## config.mk

```make
export PLATFORM = sky130hd
export DESIGN_NAME = out_mux_ser
export DESIGN_NICKNAME = d
export VERILOG_FILES = /design/src/rtl/out_mux_ser.sv
export SDC_FILE = /design/constraint.sdc
export NUM_CORES = 1
export LEC_CHECK = 0
export ABC_AREA = 1
export CAP_MARGIN = 10
export CORE_MARGIN = 4
export CORE_UTILIZATION = 45
export CTS_CLUSTER_DIAMETER = 150
export DETAILED_ROUTE_END_ITERATION = 6
export GPL_ROUTABILITY_DRIVEN = 0
export PLACE_DENSITY = 0.91
export SYNTH_ARGS = -nofsm -noshare
export SYNTH_HDL_FRONTEND = slang
export SYNTH_SLANG_ARGS = --single-unit
```

## constraint.sdc

```tcl
create_clock -name clk -period 3.05 [get_ports clk]
set_clock_uncertainty 0.15 [all_clocks]
set_input_delay 0.915 -clock clk [delete_from_list [all_inputs] [get_ports clk]]
set_output_delay 0.915 -clock clk [all_outputs]
set_load 0.05 [all_outputs]
```

## src/rtl/out_mux_ser.sv

```systemverilog
// Frame-in, sample-out serializer: captures NUM_CH wide accumulator results and
// emits one rounded/saturated OUT_W-bit sample per clock, tagged with its channel.
module out_mux_ser #(
    parameter int NUM_CH   = 3,
    parameter int IN_W     = 36,
    parameter int OUT_W    = 11,
    parameter int FRAC_LSB = 24,
    parameter int RND_EN   = 1,
    parameter int SAT_EN   = 1,
    localparam int CH_W    = $clog2(NUM_CH)
) (
    input  logic                     clk,
    input  logic                     reset,
    input  logic                     in_valid,
    input  logic [NUM_CH*IN_W-1:0]   in_data,
    output logic                     in_ready,
    output logic [OUT_W-1:0]         out_data,
    output logic                     out_valid,
    output logic [CH_W-1:0]          out_ch,
    output logic                     out_sof,
    output logic                     sat_flag,
    output logic                     ovf_err
);

    // One extra bit above the shifted value so the rounding carry cannot wrap.
    localparam int VW = IN_W - FRAC_LSB + 1;
    localparam logic [CH_W-1:0] LAST_CH = CH_W'(NUM_CH - 1);

    typedef enum logic {IDLE, SEND} state_t;

    state_t            state_reg;
    logic [CH_W-1:0]   idx_reg;
    logic [IN_W-1:0]   frame_reg [NUM_CH];
    logic [OUT_W-1:0]  conv_data [NUM_CH];
    logic              conv_sat  [NUM_CH];
    logic              accept;

    assign in_ready = !reset && ((state_reg == IDLE) || (idx_reg == LAST_CH));
    assign accept   = in_valid && in_ready;

    genvar gi;
    generate
        for (gi = 0; gi < NUM_CH; gi++) begin : g_conv
            logic [VW-1:0] shifted;
            logic [VW-1:0] v;
            logic          rnd;

            assign shifted = {frame_reg[gi][IN_W-1], frame_reg[gi][IN_W-1:FRAC_LSB]};

            if (RND_EN != 0 && FRAC_LSB > 0) begin : g_rnd
                assign rnd = frame_reg[gi][FRAC_LSB-1];
            end else begin : g_trunc
                assign rnd = 1'b0;
            end

            assign v = shifted + VW'(rnd);

            if (SAT_EN != 0) begin : g_sat
                logic ovf;
                // In range only when every bit from the output sign bit upward agrees.
                assign ovf = !((&v[VW-1:OUT_W-1]) || !(|v[VW-1:OUT_W-1]));
                assign conv_sat[gi]  = ovf;
                assign conv_data[gi] = !ovf     ? v[OUT_W-1:0] :
                                       v[VW-1]  ? {1'b1, {(OUT_W-1){1'b0}}} :
                                                  {1'b0, {(OUT_W-1){1'b1}}};
            end else begin : g_wrap
                assign conv_sat[gi]  = 1'b0;
                assign conv_data[gi] = v[OUT_W-1:0];
            end
        end
    endgenerate

    always_ff @(posedge clk) begin
        if (reset) begin
            state_reg <= IDLE;
            idx_reg   <= '0;
            out_data  <= '0;
            out_valid <= 1'b0;
            out_ch    <= '0;
            out_sof   <= 1'b0;
            sat_flag  <= 1'b0;
            ovf_err   <= 1'b0;
            for (int i = 0; i < NUM_CH; i++) begin
                frame_reg[i] <= '0;
            end
        end else begin
            ovf_err <= in_valid && !in_ready;
            case (state_reg)
                IDLE: begin
                    out_valid <= 1'b0;
                    out_ch    <= '0;
                    out_sof   <= 1'b0;
                    sat_flag  <= 1'b0;
                    if (accept) begin
                        for (int i = 0; i < NUM_CH; i++) begin
                            frame_reg[i] <= in_data[i*IN_W +: IN_W];
                        end
                        idx_reg   <= '0;
                        state_reg <= SEND;
                    end
                end
                SEND: begin
                    out_data  <= conv_data[idx_reg];
                    out_valid <= 1'b1;
                    out_ch    <= idx_reg;
                    out_sof   <= (idx_reg == '0);
                    sat_flag  <= conv_sat[idx_reg];
                    if (idx_reg == LAST_CH) begin
                        idx_reg <= '0;
                        // Reloading on the last channel keeps back-to-back frames gapless.
                        if (accept) begin
                            for (int i = 0; i < NUM_CH; i++) begin
                                frame_reg[i] <= in_data[i*IN_W +: IN_W];
                            end
                        end else begin
                            state_reg <= IDLE;
                        end
                    end else begin
                        idx_reg <= idx_reg + 1'b1;
                    end
                end
                default: state_reg <= IDLE;
            endcase
        end
    end

endmodule

```

==> flow_summary.json <==
{
  "status": "finished clean",
  "hp-start": "idx_reg[0]$_SDFFE_PP0P_",
  "timing.final.crit_share": 0.938,
  "ir_drop_uv": 209,
  "setup_violations": 0,
  "grtUsageTotal": 0.181,
  "synth_edf_count": 39,
  "leakagePower_nw": 1.96,
  "final_area_um2": 4390,
  "hold_viol": 0,
  "io_buffers": 59,
  "post_drt_wl_per_cell_um": 12.2,
  "clock-root-buffer": "clkbuf_8",
  "grt_pass1_vias": 2969,
  "end_kind": "primary output",
  "clkSlewWorstSetupHoldPaths_ns": 0.06,
  "num_vias": 3085,
  "tns_ns": 0,
  "synth_area_leaders": "edfxtp_1 34%, dfxtp_1 12%, nand2_1 11%",
  "crit_arrival_ns": 1.80,
  "powerDensity_nw_per_um2": 495,
  "ctsHoldBuffers": 0,
  "postSynthAreaPerCell_um2": 7.57,
  "cts_setup_buffers": 0,
  "antenna_cells": 0,
  "synth.top_cell.area_share": 0.337,
  "regToRegStartpoint": "frame_reg[0][23]$_DFFE_PP_",
  "io-pin-count": 129,
  "grt_overflow": 0,
  "wl_mm": 7.67,
  "synth_warnings": 0,
  "cts_buffers": 9,
  "rows": 31,
  "start_util": 0.471,
  "syn_inst": 459,
  "hold_end": "out_ch[0]$_SDFF_PP0_",
  "drt_first_iter_violations": 315,
  "dpl_cell_area_um2": 4200,
  "fin_ws_ns": 0.188,
  "vias_per_cell": 4.92,
  "grt_max_degree": 40,
  "worstPathMaxFanout": 5,
  "drc": 0,
  "ys_seq_area_frac": 0.452,
  "reg2reg_setup_slack_ns": 0.82,
  "final_cells": 627,
  "cts.htree.levels": 3,
  "cts.repair.resized": 0,
  "die-height_um": 95.9,
  "nFillCells": 627,
  "cts.sinks": 59,
  "finalNetCount": 640,
  "cts_tree": "yes",
  "dp.cells": 611,
  "whs_path_depth": 2,
  "ys_ff_latch": 59,
  "antenna_found_initial": 0,
  "hold_class": "flop to flop",
  "final_layout_size_suffix_gt1_frac": 0.0852,
  "synth_nets": 576,
  "dr.pass1.iters": 5,
  "die_x_um": 95.9,
  "slew_viol_final": 0,
  "fmax_ghz": 0.349,
  "yosysTopAreaCell": "edfxtp_1",
  "cp.required_ns": 1.98,
  "clk_latency_ns": 0.34,
  "path_class": "input port to primary output",
  "synth_ff_type": "edfxtp_1",
  "area_growth_pct": 26.5,
  "ant_nets": 0,
  "synth_cell_types": 32,
  "slew-limit-headroom": 0.508,
  "core_area_um2": 7370,
  "worst_slew_pin_slew_ns": 0.735,
  "async_reset_ff_frac": 0,
  "dp_slack_ns": 0.195,
  "ctsLongestPathBuffers": 2,
  "start_kind": "input port",
  "maxCapViolCount": 0,
  "largest_reg_flops": 39,
  "grt_setup_unrepaired": "no",
  "syn_area_um2": 3470,
  "rr_worst_depth": 14,
  "hpwl_mm": 5.95,
  "grt_pass1_wl_mm": 12.8,
  "yosysMostFrequentCell": "nand2_1",
  "final.min_clock_period_ns": 2.86,
  "worstReg2RegEnd": "out_data[5]$_SDFFE_PP0P_",
  "dieArea_um2": 9190,
  "synthTopCellsByCount": "103 x nand2_1, 82 x nor2_1, 74 x inv_1"
}
## cells in the final DEF, fill, tap and decap left out, types with 12 or more instances in the layout
cell type,n
dfxtp_1,20
nand2_2,12
nand2_1,103
o21ai_0,16
xor2_1,13
edfxtp_1,39
nand3_1,36
nor2_1,82
inv_1,74
clkdlybuf4s50_1,58
## worst max-delay path by stage
stage	startpoint	endpoint	slack (ns)	depth (start not counted)
finish	reset	in_ready	0.19	3
global route	reset	in_ready	0.11	3
CTS	reset	in_ready	0.19	3
detailed placement	reset	in_ready	0.19	3
global placement	reset	in_ready	0.20	3
floorplan	reset	in_ready	0.42	1
## routing by layer
layer,global-route usage,up-vias,share of wire
li1,-,1567,-
met1,0.207,1387,0.39
met2,0.318,107,0.51
met3,0.0383,24,0.068
met4,0.0865,0,0.026
met5,0,-,0
## cell type report
class,instances,area (um2),area share
Sequential cell,59,1570,0.358
Multi-Input combinational cell,315,1570,0.358
Timing Repair Buffer,62,648,0.148
Inverter,76,285,0.0649
Clock buffer,15,188,0.0427
Tap cell,99,124,0.0282
Clock inverter,1,5.00,0.00114
## per-stage QoR
step / total power, W / util / hold slack [ns]
2_1_floorplan: 0.00132 / - / 0.326
3_3_place_gp: 0.00149 / 0.570 / 0.342
3_5_place_dp: 0.00151 / 0.570 / 0.360
4_1_cts: 0.00218 / 0.596 / 0.369
5_1_grt: 0.00228 / 0.596 / 0.407
6_report: 0.00218 / 0.596 / 0.374
## cells by family (layout without fill, tap and decap cells)
kind of cell	Yosys count	after routing	synth area share
AO/OA/AOI/OAI	36	36	0.0598
XOR/XNOR	21	21	0.0530
adder cells (fa/ha/maj)	6	6	0.0216
buffers and inverters	85	154	0.0951
flip-flops	59	59	0.452
AND/OR/NAND/NOR	252	252	0.318
## critical path: stages
cell and delay, ns:
clkdlybuf4s50_1 0.49, nor2_1 0.22, buf_12 0.16
## power by group
group	total, W	internal (W)	switching [W]
Clock	0.000681	0.000389	0.000293
Sequential	0.000991	0.000934	0.0000570
Combinational	0.000504	0.000193	0.000311
No activity file was read; power rests on OpenSTA's default activity.
